===== src/rtl/fetch_stage.sv =====
// fetch_stage: instruction-fetch stage with a single outstanding imem request.
// Owns the PC, registers fetched instructions into IF/ID, honours the hazard
// stall through a one-entry hold buffer and flushes wrong-path fetches on a
// branch redirect.
// Optional build macro FETCH_PERF_CNT_EN adds redirect_count / fetch_count.
//
// state | meaning
// REQ   | request for pc_q presented to imem, waiting for acceptance
// WAIT  | request accepted, waiting for its response (kill drops it)
// HOLD  | response parked in hold buffer while IF/ID is stalled
module fetch_stage #(
    parameter int unsigned     XLEN     = 32,
    parameter int unsigned     INSTR_W  = 32,
    parameter logic [XLEN-1:0] RESET_PC = 32'h0000_1000
) (
    input  logic               clk,
    input  logic               reset,
    input  logic               takebranch,
    input  logic [XLEN-1:0]    branch_target,
    input  logic               stall,
    output logic               imem_req_valid,
    input  logic               imem_req_ready,
    output logic [XLEN-1:0]    imem_req_addr,
    input  logic               imem_rsp_valid,
    input  logic [INSTR_W-1:0] imem_rsp_data,
    output logic               if_id_valid,
    output logic [XLEN-1:0]    if_id_pc,
    output logic [INSTR_W-1:0] if_id_instr
`ifdef FETCH_PERF_CNT_EN
    ,
    output logic [31:0]        redirect_count,
    output logic [31:0]        fetch_count
`endif
);

    typedef enum logic [1:0] {ST_REQ, ST_WAIT, ST_HOLD} state_e;

    state_e               state_q, state_d;
    logic [XLEN-1:0]      pc_q, pc_d;
    logic [XLEN-1:0]      inflight_pc_q, inflight_pc_d;
    logic                 kill_q, kill_d;
    logic                 hold_valid_q, hold_valid_d;
    logic [XLEN-1:0]      hold_pc_q, hold_pc_d;
    logic [INSTR_W-1:0]   hold_instr_q, hold_instr_d;
    logic                 if_id_valid_q, if_id_valid_d;
    logic [XLEN-1:0]      if_id_pc_q, if_id_pc_d;
    logic [INSTR_W-1:0]   if_id_instr_q, if_id_instr_d;

    logic                 req_fire;
    logic                 load;
    logic [XLEN-1:0]      load_pc;
    logic [INSTR_W-1:0]   load_instr;

    // A redirect in the same cycle suppresses the request so the old PC is never issued.
    assign imem_req_valid = (state_q == ST_REQ) && !takebranch && !reset;
    assign imem_req_addr  = pc_q;
    assign req_fire       = imem_req_valid && imem_req_ready;

    assign if_id_valid = if_id_valid_q;
    assign if_id_pc    = if_id_pc_q;
    assign if_id_instr = if_id_instr_q;

    // Next-state, PC, hold buffer and IF/ID advance; redirect takes priority.
    always_comb begin
        state_d       = state_q;
        pc_d          = pc_q;
        inflight_pc_d = inflight_pc_q;
        kill_d        = kill_q;
        hold_valid_d  = hold_valid_q;
        hold_pc_d     = hold_pc_q;
        hold_instr_d  = hold_instr_q;
        if_id_valid_d = if_id_valid_q;
        if_id_pc_d    = if_id_pc_q;
        if_id_instr_d = if_id_instr_q;
        load          = 1'b0;
        load_pc       = inflight_pc_q;
        load_instr    = imem_rsp_data;

        if (takebranch) begin
            pc_d          = {branch_target[XLEN-1:2], 2'b00};
            if_id_valid_d = 1'b0;
            hold_valid_d  = 1'b0;
            if (state_q == ST_WAIT && !imem_rsp_valid) begin
                // Response still owed for the wrong-path request: drop it on arrival.
                kill_d  = 1'b1;
                state_d = ST_WAIT;
            end else begin
                kill_d  = 1'b0;
                state_d = ST_REQ;
            end
        end else begin
            case (state_q)
                ST_REQ: begin
                    if (req_fire) begin
                        inflight_pc_d = pc_q;
                        pc_d          = pc_q + XLEN'(4);
                        state_d       = ST_WAIT;
                    end
                end
                ST_WAIT: begin
                    if (imem_rsp_valid) begin
                        if (kill_q) begin
                            kill_d  = 1'b0;
                            state_d = ST_REQ;
                        end else if (!stall || !if_id_valid_q) begin
                            load    = 1'b1;
                            state_d = ST_REQ;
                        end else begin
                            hold_valid_d = 1'b1;
                            hold_pc_d    = inflight_pc_q;
                            hold_instr_d = imem_rsp_data;
                            state_d      = ST_HOLD;
                        end
                    end
                end
                ST_HOLD: begin
                    if (!stall) begin
                        load         = 1'b1;
                        load_pc      = hold_pc_q;
                        load_instr   = hold_instr_q;
                        hold_valid_d = 1'b0;
                        state_d      = ST_REQ;
                    end
                end
                default: state_d = ST_REQ;
            endcase

            if (load) begin
                if_id_valid_d = 1'b1;
                if_id_pc_d    = load_pc;
                if_id_instr_d = load_instr;
            end else if (!stall) begin
                if_id_valid_d = 1'b0;
            end
        end
    end

    // State register with synchronous reset.
    always_ff @(posedge clk) begin
        if (reset) begin
            state_q       <= ST_REQ;
            pc_q          <= RESET_PC;
            inflight_pc_q <= '0;
            kill_q        <= 1'b0;
            hold_valid_q  <= 1'b0;
            hold_pc_q     <= '0;
            hold_instr_q  <= '0;
            if_id_valid_q <= 1'b0;
            if_id_pc_q    <= '0;
            if_id_instr_q <= '0;
        end else begin
            state_q       <= state_d;
            pc_q          <= pc_d;
            inflight_pc_q <= inflight_pc_d;
            kill_q        <= kill_d;
            hold_valid_q  <= hold_valid_d;
            hold_pc_q     <= hold_pc_d;
            hold_instr_q  <= hold_instr_d;
            if_id_valid_q <= if_id_valid_d;
            if_id_pc_q    <= if_id_pc_d;
            if_id_instr_q <= if_id_instr_d;
        end
    end

`ifdef FETCH_PERF_CNT_EN
    logic [31:0] redirect_count_q, redirect_count_d;
    logic [31:0] fetch_count_q, fetch_count_d;

    assign redirect_count = redirect_count_q;
    assign fetch_count    = fetch_count_q;

    // Free-running event counters, wrapping at 2^32.
    always_comb begin
        redirect_count_d = redirect_count_q;
        fetch_count_d    = fetch_count_q;
        if (takebranch) redirect_count_d = redirect_count_q + 32'd1;
        if (load)       fetch_count_d    = fetch_count_q + 32'd1;
    end

    // Counter registers with synchronous reset.
    always_ff @(posedge clk) begin
        if (reset) begin
            redirect_count_q <= '0;
            fetch_count_q    <= '0;
        end else begin
            redirect_count_q <= redirect_count_d;
            fetch_count_q    <= fetch_count_d;
        end
    end
`endif

endmodule


===== config.mk =====
export PLATFORM = sky130hd
export DESIGN_NAME = fetch_stage
export DESIGN_NICKNAME = d
export VERILOG_FILES = /design/src/rtl/fetch_stage.sv
export SDC_FILE = /design/constraint.sdc
export NUM_CORES = 1
export LEC_CHECK = 0
export BUFFER_PORTS_ARGS = -buffer_cell sky130_fd_sc_hd__buf_2
export CORE_ASPECT_RATIO = 1.1
export CORE_MARGIN = 2
export CORE_UTILIZATION = 46
export CTS_BUF_LIST = sky130_fd_sc_hd__clkbuf_16
export CTS_CLUSTER_DIAMETER = 80
export DETAILED_ROUTE_END_ITERATION = 6
export HOLD_SLACK_MARGIN = 0.15
export PLACE_DENSITY = 0.76
export SLEW_MARGIN = 20
export SYNTH_ARGS = -nofsm -noshare
export SYNTH_HDL_FRONTEND = slang
export SYNTH_SLANG_ARGS = --single-unit

===== constraint.sdc =====
create_clock -name clk -period 2.69 [get_ports clk]
set_input_delay 0.269 -clock clk [delete_from_list [all_inputs] [get_ports clk]]
set_output_delay 0.269 -clock clk [all_outputs]
set_load 0.05 [all_outputs]

==> run metrics, run 1 <==
status completed; CP endpoint kind flip-flop; PortBufs 161; crit path max fanout 8; Layout area overhead 28.1%; total gr overflow 0; count leader, synth dfxtp_1; Fillers approximately 1500; M1 GR Usage 28.4%; Final Cycle Share 84.5%; Multi-input gate area roughly 3800 um2; M2 GR Usage 36.4%; Pre-antenna DRT Iters 4; top cell type's share of synthesized area a little under half; die area roughly 18000 um2; DPL Wire Length 12.5 mm; Max Transition Viols Final 0; Chip Height approximately 140 um; clock root cell clkbuf_16; CP Launch Point state_q[0]$_SDFFE_PP0P_; RR Startpoint state_q[0]$_SDFFE_PP0P_; Fmax achieved about 440 MHz; Tot GR Track Use between 20 and 25%; Post-synth ARST share 0%; distinct cell type count after synthesis 47; worst path required time around 3100 ps; Initial Utilization between 40% and 50%; DR vias between 7000 and 8000; # H-tree levels 4; setup ws final around 420 ps; crit path DAT between 2000 and 3000 ps; Final Hold Fails 0; Most used DFF post-synth dfxtp_1; clock tree buffer depth 2; mean post-synth cell area approximately 8.4 um2; Finished Cell Area between 10000 and 15000 um2; Layout Skew ~8.4 ps; Mapped Area slightly below 8000 um2; Core Area approximately 17000 um2; clk sinks between 150 and 200; Placed Area between 8000 and 9000 um2; Startpoint Class flip-flop; synth warn 0; Relative slew margins 52.1%; Setup violations, final 0; Worst VDD drop roughly 0.44 mV; Final #Nets 1192; Post-synth EDFFs 0; GRT busiest layer met2; GR Layer Usage met3 4.93%; type of the most critical hold path in2reg; largest net degree at the start of global routing ~170; total power about 5.8 mW; max-cap violations 0; WHS Path Cells 5; P_leak around 4.2 nW; sequential element share of the synthesized area a little under half; Std-Cell Rows 50; Clock Latency Late Sink 430 ps; FF/Latch Area 3760 um2; Synth area leaders dfxtp_1 (48%), nand2_1 (8.7%), mux2i_1 (8.4%); setup TNS 0 ps; Post-synth top cells dfxtp_1 (188), nand2_1 (182), nor2_1 (90); worst slew pin tran around 700 ps; hold_sp branch_target[31]; post-synth top area cell dfxtp_1; dpl ws 533 ps; floorplan die width between 100 and 150 um; remaining antenna violation count 0; fraction of layout cells with a size suffix above 1 a little under a fifth; CP Class reg2reg; drt via density between 5 and 6; R2R cell count 8; initial antenna violation count 4; Iteration-0 DRC Markers a little under 500; Placer Congestion approximately 0.8; Num CTS Buffers 17; CTS clk-pin slew, worst paths around 70 ps; TritonCTS clock tree built; residual DRC count 0; RSZ-0062 raised after global routing no; WL/cell ~15 um; Synth Instances around 930; vias in the first global route about 6500; total length of routed wires roughly 20 mm; FF+latch count, synth 188; PwrDens around 580 nW/um2; I/O pin count ~170; first-pass GRT wire length between 30 and 40 mm; crit path time final 2270 ps
==> path summary, 6_finish.rpt <==
check / end / slack, ps
worst max-delay path: imem_req_addr[10]$_SDFFE_PP0P_ / 420
worst min-delay path: imem_req_addr[31]$_SDFFE_PP0P_ / 170
worst max register to register: imem_req_addr[10]$_SDFFE_PP0P_ / 420
worst min register to register: hold_pc_q[18]$_SDFFE_PP0P_ / 450
==> layout by cell type (no fill, tap or decap), types with 17 or more instances in the layout <==
cell and count:
a21oi_1 85, o21ai_0 32, dlygate4sd3_1 65, dfxtp_1 188, mux2i_1 66, clkbuf_16 17, nand2_1 181, buf_2 160
nor2_1 90, nand2b_1 28, a211oi_1 71
==> metrics by stage <==
| stage | cells | hold slack [ps] | utilization [%] |
|---|---|---|---|
| after global placement | 1242 | 440 | 52.5 |
| after detailed placement | 1242 | 446 | 52.5 |
| after CTS | 1339 | 166 | 59.7 |
| final | 1342 | 173 | 59.7 |
| after floorplan | 935 | 381 | - |
| after global routing | 1341 | 190 | 59.7 |
==> layer usage <==
layer / routed length (um) / vias up
met5: 0 / -
met4: 531 / 0
met3: 847 / 36
met2: 9590 / 168
met1: 9150 / 3268
li1: - / 3582
==> registers in the layout, summed over array words and instances, names as in the netlist <==
name           count
hold_pc_q         30
imem_req_addr     30
kill_q             1
hold_instr_q      32
if_id_valid        1
if_id_instr       32
state_q            2
if_id_pc          30
inflight_pc_q     30
==> logic make-up (layout without fill, tap and decap cells) <==
group | count (synthesis) | after routing | synth area share [%]
simple gates | 366 | 366 | 20.6
compound gates | 206 | 206 | 16.0
flops | 188 | 188 | 47.8
buf+inv | 80 | 276 | 4.21
mux | 66 | 66 | 8.39
xor+xnor | 21 | 21 | 2.34
fa+ha+maj | 4 | 4 | 0.636
other cells | 1 | 7 | 0.0476
==> cell type report <==
cell class | count | area share [%]
multi-input cells | 667 | 38.0
flip-flops and latches | 188 | 37.3
repair buffers | 239 | 16.2
clock buffers | 17 | 4.22
well taps | 208 | 2.58
clock inverters | 15 | 1.44
inverters | 5 | 0.186
diodes | 3 | 0.0744
==> worst max-delay path, cell delays in order, from the launching register on <==
cell,delay [ps]
dfxtp_1,340
inv_1,90
ha_1,310
and3b_1,380
nand4_1,150
xnor2_1,160
nand2_1,70
a21oi_1,150
dlygate4sd3_1,570
==> what timing repair did <==
action | in CTS | in global routing
hold buffers | 65 | 0
resized for setup | 0 | 0
endpoints found under the hold margin | 67 | 0
endpoints found under the setup margin | 0 | 0
buffers inserted | 0 | 0
==> where the power goes <==
part           internal [mW]  switching, mW
registers               2.83         0.0632
clock network           1.37           1.10
logic                  0.197          0.301
total                   4.39           1.46
Power figures use the tool's default switching activity.
==> run 2, diff against run 1 <==
- PLACE_DENSITY: 0.76 -> 0.79
- clock period: 2.69 -> 1.9 ns (I/O delays scaled with it)
==> run metrics, run 2 (synthesized netlist as in run 1, its figures left out) <==
clock root cell clkbuf_16; reg-to-reg slack, setup roughly 60 ps; Layout Skew between 6 and 7 ps; PortBufs 161; type of the most critical hold path in2reg; Core Area 16900 um2; # H-tree levels 4; Tot GR Track Use ~23%; Startpoint Class input port; RR Startpoint imem_req_addr[14]$_SDFFE_PP0P_; Iteration-0 DRC Markers 530; largest net degree at the start of global routing roughly 110; Finished Cell Area about 10000 um2; PwrDens approximately 780 nW/um2; post-layout util roughly 62%; RR Endpoint imem_req_addr[22]$_SDFFE_PP0P_; Std-Cell Rows 50; worst path required time between 1500 and 2000 ps; crit path max fanout 18; DPL Wire Length about 13 mm; CP endpoint kind primary output; crit path cell chain dlygate4sd3_1, buf_6, nor2_1, buf_4, and2_1, buf_2; Worst VDD drop ~0.53 mV; R2R cell count 5; initial antenna violation count 2; Chip Height 141 um; TritonCTS clock tree built; DR vias between 7000 and 8000; most frequent cells in the layout nand2_1 (181), dfxtp_1 (168), buf_2 (160); status completed; RSZ-0062 raised after global routing yes; Placer Congestion about 0.81; Initial Utilization a little under half; Final #Nets 1223; total gr overflow 0; vias in the first global route between 6000 and 7000; Final Cycle Share between 90% and 100%; Pre-antenna DRT Iters 5; max incr delay on CP ~570 ps; clk sinks 188; first-pass GRT wire length between 30 and 40 mm; max-cap violations 0; total length of routed wires about 21 mm; Setup violations, final 0; clock tree buffer depth 2; crit path time final 1850 ps; setup ws final about 50 ps; Final Hold Fails 0; Max Transition Viols Final 0; WL/cell about 15 um; floorplan die width approximately 130 um; WHS Path Cells 4; residual DRC count 0; total power 8.17 mW; die area between 15000 and 20000 um2; worst slew pin tran between 600 and 700 ps; Fmax achieved around 540 MHz; dpl ws about 18 ps; CP Launch Point reset; Placed Area about 9000 um2; Num CTS Buffers 17; CP Class in2out; most common cell after layout, fill and taps aside nand2_1; remaining antenna violation count 0; slowest CP cell dlygate4sd3_1; Min-Delay Endpoint if_id_valid$_SDFFE_PP0P_; fraction of layout cells with a size suffix above 1 23.9%; Relative slew margins 57.1%; CTS clk-pin slew, worst paths approximately 60 ps; I/O pin count 168; setup TNS 0 ps; Layout area overhead 33.3%; hold_sp stall; P_leak between 4 and 5 nW; drt via density ~5.3; crit path DAT roughly 1700 ps; Clock Latency Late Sink roughly 430 ps
==> run 2: cell count changes in the layout (fill, tap and decap cells not counted), moves of 3 or more <==
cell | previous run | this run
buf_6 | 1 | 4
dfxtp_2 | 0 | 16
a211oi_2 | 0 | 11
clkinv_2 | 3 | 0
buf_12 | 6 | 10
dfxtp_1 | 188 | 168
dfxtp_4 | 0 | 4
a211oi_1 | 71 | 60
buf_4 | 7 | 31
==> run 2: power by group <==
group	total, mW	switching, mW	internal (mW)
combinational	0.738	0.442	0.296
clock	3.34	1.54	1.80
sequential	4.09	0.0828	4.01
==> run 2: critical path: cells and delay by family <==
family        cells  cell delay [ps]
simple gates      2              290
buf+inv           4             1180
==> run 2: final cells by class <==
type	instances	area, um2
fillers	1393	6390
multi-input cells	667	3920
flip-flops and latches	188	3800
repair buffers	270	1940
clock buffers	17	425
well taps	208	260
clock inverters	15	124
inverters	5	18.8
diodes	2	5.00
==> run 2: through the flow <==
step                hold slack (ps)  instances
global placement                439       1266
detailed placement              443       1266
finish                          288       1372
CTS                             273       1362
global route                    295       1372
floorplan                       302        935
==> run 2: worst max-delay path by stage <==
stage | to | slack (ps) | depth (start not counted)
final | imem_req_valid | 50 | 6
after global routing | if_id_instr[10]$_SDFFE_PP0P_ | -70 | 9
after CTS | if_id_pc[27]$_SDFFE_PP0P_ | -1 | 9
after detailed placement | if_id_pc[27]$_SDFFE_PP0P_ | 20 | 9
after global placement | if_id_pc[19]$_SDFFE_PP0P_ | 100 | 9
after floorplan | imem_req_addr[22]$_SDFFE_PP0P_ | -10 | 7
==> run 2: what timing repair did <==
item                       in CTS  in global routing
hold buffers                   64                  0
setup endpoints to repair       1                 89
gates resized for setup         0                 24
pin swaps                       0                  7
cloned                          0                  1
hold endpoints to repair      100                  0
setup buffers                   0                  7
==> run 2: routing by layer <==
metal  vias to the layer above  part of all wire, %  global-route usage, %
li1                       3650                    -                      -
met1                      3425                   42                   28.7
met2                       216                   49                   37.0
met3                        48                  5.3                   4.93
met4                         0                  3.3                   10.1
met5                         -                    0                      0
